==> config.mk <==
export PLATFORM = sky130hd
export DESIGN_NAME = cs_access_seq_flat
export DESIGN_NICKNAME = d
export VERILOG_FILES = /design/src/rtl/cs_access_seq_if.sv /design/src/rtl/cs_access_seq.sv /design/src/flat_wrapper.sv
export SDC_FILE = /design/constraint.sdc
export NUM_CORES = 1
export LEC_CHECK = 0
export CAP_MARGIN = 20
export CORE_MARGIN = 2
export CORE_UTILIZATION = 38
export DETAILED_ROUTE_END_ITERATION = 7
export PLACE_DENSITY_LB_ADDON = 0.12
export SKIP_LAST_GASP = 1
export SLEW_MARGIN = 20
export SYNTH_ARGS = -nofsm -noshare
export SYNTH_HDL_FRONTEND = slang
export SYNTH_SLANG_ARGS = --single-unit
export TNS_END_PERCENT = 5
==> constraint.sdc <==
create_clock -name CLK -period 2.05 [get_ports CLK]
set_input_delay 0.41 -clock CLK [delete_from_list [all_inputs] [get_ports CLK]]
set_output_delay 0.41 -clock CLK [all_outputs]
set_load 0.005 [all_outputs]
==> src/rtl/cs_access_seq_if.sv <==
// Control-store access sequencer bus: the request/slice handshake and the
// control-store port. The sequencer is the slave; the block driving
// commands (and the control-store model) sits on the master side.
interface cs_access_seq_if;
  logic        RWCS_n;
  logic        OPCLCS_n;
  logic        WRITE;
  logic [11:0] CSA;
  logic        LDSL_n;
  logic        RDSL_n;
  logic [15:0] IDB_IN;
  logic [15:0] IDB_OUT;
  logic [11:0] CS_ADDR;
  logic [63:0] CS_DIN;
  logic [63:0] CS_DOUT;
  logic        CS_OE_n;
  logic        CS_WE_n;
  logic        BUSY;
  logic        DONE;
  logic        OVRUN;
  logic [1:0]  SLPTR;

  modport slave (
    input  RWCS_n, OPCLCS_n, WRITE, CSA, LDSL_n, RDSL_n, IDB_IN, CS_DOUT,
    output IDB_OUT, CS_ADDR, CS_DIN, CS_OE_n, CS_WE_n, BUSY, DONE, OVRUN, SLPTR
  );

  modport master (
    output RWCS_n, OPCLCS_n, WRITE, CSA, LDSL_n, RDSL_n, IDB_IN, CS_DOUT,
    input  IDB_OUT, CS_ADDR, CS_DIN, CS_OE_n, CS_WE_n, BUSY, DONE, OVRUN, SLPTR
  );
endinterface

==> src/rtl/cs_access_seq.sv <==
// Control-store access sequencer.
// A 64-bit data latch is loaded/read 16 bits at a time through a 2-bit slice
// pointer. An RWCS_n request copies the latch into the control store (write)
// or fills the latch from the control store (read) with fixed timing:
//   read : RD_ACC, RD_CAP (CS_OE_n low), FIN
//   write: WR_SETUP, WR_PULSE x2 (CS_WE_n low), WR_HOLD, FIN
// Every strobe and status output is a flop, decoded from the next state so
// it lines up exactly with the state it belongs to.
module cs_access_seq (
  input  logic           CLK,
  input  logic           RESET,
  cs_access_seq_if.slave cs
);

  typedef enum logic [2:0] {
    ST_IDLE     = 3'd0,
    ST_RD_ACC   = 3'd1,
    ST_RD_CAP   = 3'd2,
    ST_WR_SETUP = 3'd3,
    ST_WR_PULSE = 3'd4,
    ST_WR_HOLD  = 3'd5,
    ST_FIN      = 3'd6
  } state_t;

  // Sequencer state and registered outputs.
  state_t      r_state;
  logic        r_pulse_2nd;   // set during the second WR_PULSE cycle
  logic        r_write;       // direction of the access in flight
  logic [11:0] r_cs_addr;
  logic        r_oe_n;
  logic        r_we_n;
  logic        r_busy;
  logic        r_done;

  // Data-path state.
  logic [63:0] r_latch;
  logic [1:0]  r_slptr;
  logic        r_ovrun;

  // Combinational helpers.
  state_t      w_state_nxt;
  logic        w_oe_n_nxt;
  logic        w_we_n_nxt;
  logic        w_busy_nxt;
  logic        w_done_nxt;
  logic        w_busy_st;
  logic        w_accept;
  logic        w_cap_rd;
  logic        w_ovr_set;
  logic [1:0]  w_ptr_base;

  // A request is taken only from IDLE; FIN and the busy states refuse it.
  assign w_accept   = (r_state == ST_IDLE) && !cs.RWCS_n;

  // IDLE and FIN are the only states where the slice port is open.
  assign w_busy_st  = (r_state != ST_IDLE) && (r_state != ST_FIN);

  // The edge that enters FIN after a read is the edge ending the second
  // read cycle: the control-store data is captured there and the pointer
  // rewinds so the host reads the word back from slice 0.
  assign w_cap_rd   = (w_state_nxt == ST_FIN) && (r_state != ST_FIN) && !r_write;

  // Any slice strobe while busy, or a request while busy or in FIN, is
  // dropped and flagged.
  assign w_ovr_set  = (w_busy_st && (!cs.LDSL_n || !cs.RDSL_n || !cs.RWCS_n)) ||
                      ((r_state == ST_FIN) && !cs.RWCS_n);

  // Opening a control-store load rewinds the pointer before any slice
  // operation of the same cycle, so a simultaneous LDSL lands in slice 0.
  assign w_ptr_base = cs.OPCLCS_n ? r_slptr : 2'd0;

  // Next-state decode.
  always_comb begin
    // NOTE: every combinational output gets a default first, so no path
    // leaves it unassigned and no latch is inferred.
    w_state_nxt = r_state;
    case (r_state)
      ST_IDLE:     if (!cs.RWCS_n) w_state_nxt = cs.WRITE ? ST_WR_SETUP : ST_RD_ACC;
      ST_RD_ACC:   w_state_nxt = ST_RD_CAP;
      ST_RD_CAP:   w_state_nxt = ST_FIN;
      ST_WR_SETUP: w_state_nxt = ST_WR_PULSE;
      ST_WR_PULSE: if (r_pulse_2nd) w_state_nxt = ST_WR_HOLD;
      ST_WR_HOLD:  w_state_nxt = ST_FIN;
      ST_FIN:      w_state_nxt = ST_IDLE;
      default:     w_state_nxt = ST_IDLE;
    endcase
  end

  // Output decode from the next state, registered below so every output
  // changes on the same edge as the state it describes.
  always_comb begin
    w_oe_n_nxt = 1'b1;
    w_we_n_nxt = 1'b1;
    w_busy_nxt = 1'b1;
    w_done_nxt = 1'b0;
    case (w_state_nxt)
      ST_IDLE:     w_busy_nxt = 1'b0;
      ST_RD_ACC:   w_oe_n_nxt = 1'b0;
      ST_RD_CAP:   w_oe_n_nxt = 1'b0;
      ST_WR_SETUP: w_we_n_nxt = 1'b1;
      ST_WR_PULSE: w_we_n_nxt = 1'b0;
      ST_WR_HOLD:  w_we_n_nxt = 1'b1;
      ST_FIN: begin
        w_busy_nxt = 1'b0;
        w_done_nxt = 1'b1;
      end
      default:     w_busy_nxt = 1'b0;
    endcase
  end

  // State register, output flops and request capture; reset aborts any
  // access in flight and returns the strobes to their inactive level.
  always_ff @(posedge CLK) begin
    // NOTE: sequential state uses non-blocking assignments so every flop
    // samples the pre-edge values, independent of statement order.
    if (RESET) begin
      r_state     <= ST_IDLE;
      r_pulse_2nd <= 1'b0;
      r_write     <= 1'b0;
      r_cs_addr   <= 12'h000;
      r_oe_n      <= 1'b1;
      r_we_n      <= 1'b1;
      r_busy      <= 1'b0;
      r_done      <= 1'b0;
    end else begin
      r_state     <= w_state_nxt;
      r_pulse_2nd <= (r_state == ST_WR_PULSE);
      r_oe_n      <= w_oe_n_nxt;
      r_we_n      <= w_we_n_nxt;
      r_busy      <= w_busy_nxt;
      r_done      <= w_done_nxt;
      if (w_accept) begin
        r_cs_addr <= cs.CSA;
        r_write   <= cs.WRITE;
      end
    end
  end

  // Data latch, slice pointer and sticky overrun flag.
  always_ff @(posedge CLK) begin
    if (RESET) begin
      // NOTE: the 64-bit latch is plain flops, not a RAM, so it is reset
      // along with the rest; its value is visible on CS_DIN and IDB_OUT.
      r_latch <= 64'h0;
      r_slptr <= 2'd0;
      r_ovrun <= 1'b0;
    end else begin
      // A new overrun in the same cycle as OPCLCS_n wins over the clear.
      if (!cs.OPCLCS_n) r_ovrun <= 1'b0;
      if (w_ovr_set)    r_ovrun <= 1'b1;

      if (w_cap_rd) begin
        r_latch <= cs.CS_DOUT;
        r_slptr <= 2'd0;
      end else if (!w_busy_st) begin
        // LDSL takes precedence over RDSL; either advances the pointer once.
        if (!cs.LDSL_n) begin
          r_latch[{w_ptr_base, 4'h0} +: 16] <= cs.IDB_IN;
          r_slptr                           <= w_ptr_base + 2'd1;
        end else if (!cs.RDSL_n) begin
          r_slptr <= w_ptr_base + 2'd1;
        end else if (!cs.OPCLCS_n) begin
          r_slptr <= 2'd0;
        end
      end else if (!cs.OPCLCS_n) begin
        r_slptr <= 2'd0;
      end
    end
  end

  assign cs.IDB_OUT = r_latch[{r_slptr, 4'h0} +: 16];
  assign cs.CS_ADDR = r_cs_addr;
  assign cs.CS_DIN  = r_latch;
  assign cs.CS_OE_n = r_oe_n;
  assign cs.CS_WE_n = r_we_n;
  assign cs.BUSY    = r_busy;
  assign cs.DONE    = r_done;
  assign cs.OVRUN   = r_ovrun;
  assign cs.SLPTR   = r_slptr;

endmodule
==> src/flat_wrapper.sv <==
// flat-port wrapper written by rule: the top's interface ports become plain ports
module cs_access_seq_flat 
  (CLK, RESET, cs_RWCS_n, cs_OPCLCS_n, cs_WRITE, cs_CSA, cs_LDSL_n, cs_RDSL_n, cs_IDB_IN, cs_CS_DOUT, cs_IDB_OUT, cs_CS_ADDR, cs_CS_DIN, cs_CS_OE_n, cs_CS_WE_n, cs_BUSY, cs_DONE, cs_OVRUN, cs_SLPTR);
  cs_access_seq_if cs_i ();
  input  logic CLK;
  input  logic RESET;
  input wire logic [$bits(cs_i.RWCS_n)-1:0] cs_RWCS_n;
  input wire logic [$bits(cs_i.OPCLCS_n)-1:0] cs_OPCLCS_n;
  input wire logic [$bits(cs_i.WRITE)-1:0] cs_WRITE;
  input wire logic [$bits(cs_i.CSA)-1:0] cs_CSA;
  input wire logic [$bits(cs_i.LDSL_n)-1:0] cs_LDSL_n;
  input wire logic [$bits(cs_i.RDSL_n)-1:0] cs_RDSL_n;
  input wire logic [$bits(cs_i.IDB_IN)-1:0] cs_IDB_IN;
  input wire logic [$bits(cs_i.CS_DOUT)-1:0] cs_CS_DOUT;
  output wire logic [$bits(cs_i.IDB_OUT)-1:0] cs_IDB_OUT;
  output wire logic [$bits(cs_i.CS_ADDR)-1:0] cs_CS_ADDR;
  output wire logic [$bits(cs_i.CS_DIN)-1:0] cs_CS_DIN;
  output wire logic [$bits(cs_i.CS_OE_n)-1:0] cs_CS_OE_n;
  output wire logic [$bits(cs_i.CS_WE_n)-1:0] cs_CS_WE_n;
  output wire logic [$bits(cs_i.BUSY)-1:0] cs_BUSY;
  output wire logic [$bits(cs_i.DONE)-1:0] cs_DONE;
  output wire logic [$bits(cs_i.OVRUN)-1:0] cs_OVRUN;
  output wire logic [$bits(cs_i.SLPTR)-1:0] cs_SLPTR;
  assign cs_i.RWCS_n = cs_RWCS_n;
  assign cs_i.OPCLCS_n = cs_OPCLCS_n;
  assign cs_i.WRITE = cs_WRITE;
  assign cs_i.CSA = cs_CSA;
  assign cs_i.LDSL_n = cs_LDSL_n;
  assign cs_i.RDSL_n = cs_RDSL_n;
  assign cs_i.IDB_IN = cs_IDB_IN;
  assign cs_i.CS_DOUT = cs_CS_DOUT;
  assign cs_IDB_OUT = cs_i.IDB_OUT;
  assign cs_CS_ADDR = cs_i.CS_ADDR;
  assign cs_CS_DIN = cs_i.CS_DIN;
  assign cs_CS_OE_n = cs_i.CS_OE_n;
  assign cs_CS_WE_n = cs_i.CS_WE_n;
  assign cs_BUSY = cs_i.BUSY;
  assign cs_DONE = cs_i.DONE;
  assign cs_OVRUN = cs_i.OVRUN;
  assign cs_SLPTR = cs_i.SLPTR;
  cs_access_seq u_core (.CLK(CLK), .RESET(RESET), .cs(cs_i));
endmodule
==> summary.md <==
| Metric | Value |
|---|---|
| Number of flops mapped to enable cells by yosys | 0 |
| Final Skew | 0.00536 ns |
| Critical-path maximum fanout | 8 |
| Via count | 4898 |
| Largest net degree at the start of global routing | 47 |
| Async set or reset register ratio after synthesis | 0 |
| Hold Buf Count CTS | 0 |
| Arrival @ worst endpoint | 1.82 ns |
| Min-delay worst type | reg -> reg |
| HPWL Detailed | 12200 µm |
| RSZ-0062 raised after global routing | yes |
| Antenna-violating nets left | 0 |
| CP Class | reg -> out |
| Critical path required time | 1.64 ns |
| Hold endpoint | u_core.cs.CS_ADDR[1]$_SDFFE_PP0P_ |
| Maximum VDD drop | 0.505 mV |
| Die height | 113 µm |
| Ant diodes | 0 |
| Syn nets | 581 |
| Fmax | 448 MHz |
| Post-synthesis mux area share | 0.0846 |
| Slowest stage cell, crit path | mux4_2 |
| Top_reg_cell synth | dfxtp_1 |
| Hold depth | 2 |
| Dpl ws | -0.454 ns |
| Layout cells sized above 1 | 0.200 |
| Status | complete, but fails checks |
| XOR/XNOR Fraction of Synth Area | 0.00751 |
| Min Tclk post-route | 2.23 ns |
| Max_slew headroom | 0.551 |
| Die ar. | 12700 µm² |
| Sequential-to-total area share from yosys stat | 0.392 |
| Avg Cell Area, Syn | 9.41 µm² |
| Post-synthesis register bit count | 88 |
| Reg2Reg Depth | 9 |
| # Max-Cap Violations | 0 |
| Global placement routability congestion | 0.873 |
| Critical path's largest stage delay | 0.51 ns |
| TritonCTS clock tree | yes |
| Hold Startpoint | u_core.cs.CS_ADDR[1]$_SDFFE_PP0P_ |
| Hold Fails Final Rpt | 0 |
| Type of origin of the critical path | flip-flop |
| Drt first pass iters | 5 |
| Fin cells | 842 |
| Simple-gate share of the synthesized area | 0.278 |
| Total CTS buffers | 9 |
| Nets | 797 |
| Power per cell area | 849 nW/µm² |
| Crit path setup slack, layout | -0.181 ns |
| CTS max path bufs | 2 |
| Internal reg-to-reg setup slack | -0.02 ns |
| Cell Chain, Critical Path | buf_12 > mux4_2 > clkdlybuf4s50_1 |
| First-pass GRT wire length | 26500 µm |
| Drt initial violations | 451 |
| Fin. max-slew vios | 0 |
| Fin crit share | 1.09 |
| Clk_lat worst skew | 0.34 ns |
| Wire length per cell | 20.1 µm |
| CORE AREA | 11500 µm² |
| CTS HTree Levels | 3 |
| Area Overhead vs Synth | 61.4% |
| Slew @ Worst Pin | 0.671 ns |
| Final Setup Violations | 22 |
| FP Rows | 39 |
| Mapped Cells | 478 |
| DRC | 0 |
| Yosys warning count | 0 |
| Largest family of logic cells by synthesized area | simple AND/OR/NAND/NOR gates |
| Fill count | 992 |
| Post-synth cell types | 41 |
| Post-Synth Adder-Cell Area | 0.0111 |
| Final wirelength | 16900 µm |
| R2R Path Start | u_core.cs.SLPTR[1]$_SDFF_PP0_ |
| Post-Place Cells | 820 |
| Vias per cell | 5.82 |
| Root Buffer | clkbuf_16 |
| Die Wd | 113 µm |
| CTS sink count | 88 |
| Hold_ws | 0.452 ns |
| IO Count | 198 |
| Initial Utilization | 0.392 |
| CP Capture Type | primary output |
| Failing checks | negative setup slack |
| # port buffers | 197 |
| GRT Util Overall | 0.262 |
| Initial antenna violation count | 0 |
| R2R Path End | u_core.cs.CS_DIN[6]$_SDFFE_PP0P_ |
| Post-layout util | 0.633 |
| Post-Syn Area | 4500 µm² |
| Clk slew on worst S/H paths | 0.06 ns |
| Compound-gate portion of the synthesized area | 0.162 |
| Vias in the first global route | 4881 |
| Remaining Overflow, GRT | 0 |
| Leak | 2.62 nW |
worst max-delay path: cells and delay by family, from the launching register on:
kind | cells | cell delay (ns)
buffers and inverters | 2 | 0.61
muxes | 1 | 0.51
DFF | 1 | 0.36
Yosys cell counts (3+ instances only):
master,n,area [µm²]
a21oi_1,75,375
a221o_1,8,80.1
a32oi_1,25,219
and2_1,3,18.8
buf_1,3,11.3
buf_2,22,110
buf_4,9,67.6
buf_6,4,45.0
clkbuf_1,11,41.3
dfxtp_1,88,1760
ha_1,4,50.1
mux4_2,16,360
nand2_1,33,124
nand3_1,25,125
nor2_1,41,154
nor3_1,35,175
nor3b_1,5,37.5
nor4_1,6,37.5
nor4_2,29,363
nor4b_1,6,52.6
nor4b_2,3,45.0
metrics by stage:
step                      cell area (µm²)  total power [mW]  setup TNS, ns
after floorplan                      4520              3.35              0
after CTS                            7220              6.18          -4.12
after global placement               6900              4.60         -17.50
final                                7260              6.16          -2.28
after detailed placement             6900              4.65         -21.76
after global routing                 7260              6.49          -5.65
power by group:
group	internal [mW]	leakage, nW	total [mW]	switching [mW]
Combinational	1.42	1.77	2.46	1.05
Clock	0.820	0.130	1.50	0.683
Sequential	1.97	0.722	2.20	0.226
worst max-delay path by stage:
| stage | from | end | slack (ns) | depth (start not counted) |
|---|---|---|---|---|
| after global routing | u_core.cs.SLPTR[0]$_SDFF_PP0_ | cs_IDB_OUT[13] | -0.22 | 3 |
| after global placement | cs_OPCLCS_n | u_core.cs.CS_DIN[5]$_SDFFE_PP0P_ | -0.35 | 8 |
| after floorplan | u_core.cs.SLPTR[1]$_SDFF_PP0_ | u_core.cs.CS_DIN[31]$_SDFFE_PP0P_ | 0.04 | 10 |
| final | u_core.cs.SLPTR[0]$_SDFF_PP0_ | cs_IDB_OUT[15] | -0.18 | 3 |
| after CTS | u_core.cs.SLPTR[0]$_SDFF_PP0_ | cs_IDB_OUT[15] | -0.18 | 3 |
| after detailed placement | cs_OPCLCS_n | u_core.cs.CS_DIN[41]$_SDFFE_PP0P_ | -0.45 | 8 |
placed cells by master (no fill, tap or decap), drive strengths merged, types with 8 or more instances in the layout:
master,count
nor4,35
nand2,35
nand3,25
dfxtp,88
mux4,16
buf,58
clkdlybuf4s50,192
nor3,36
nor4b,10
a221o,8
nor2,41
a21oi,75
clkbuf,11
a32oi,25
routing by layer:
metal	track usage	vias to the layer above	routed length (µm)
met5	0	-	0
met4	0.0732	0	340
met3	0.0814	29	1640
met2	0.431	260	8070
met1	0.332	2374	6890
li1	-	2235	-
state kept, by name, summed over array words and instances (netlist names):
signal,cells
u_core.cs.BUSY,1
u_core.cs.CS_ADDR,12
u_core.cs.CS_DIN,64
u_core.cs.CS_OE_n,1
u_core.cs.CS_WE_n,1
u_core.cs.DONE,1
u_core.cs.OVRUN,1
u_core.cs.SLPTR,2
u_core.r_pulse_2nd,1
u_core.r_state,3
u_core.r_write,1
final cells by class:
class	count	area (µm²)	share of cell area
multi-input combinational	337	2500	0.345
timing repair buffer	254	2530	0.349
sequential	88	1770	0.243
clock buffer	11	233	0.0321
tap	143	179	0.0247
clock inverter	5	31.3	0.00431
inverter	4	15.0	0.00207
what timing repair did:
item                                    4_1_cts  5_1_grt
endpoints found under the setup margin       42       78
buffers inserted                              6        0
pin swaps                                     0        0
endpoints found under the hold margin         0        0
resized for setup                             8       12
cells by family after synthesis:
logic type,after synthesis
flip-flops,88
multiplexers,18
XOR/XNOR,3
AND/OR/NAND/NOR,197
AO/OA/AOI/OAI,115
buffers and inverters,53
adder cells (fa/ha/maj),4
Note: power is estimated with default switching activity, not from simulation.
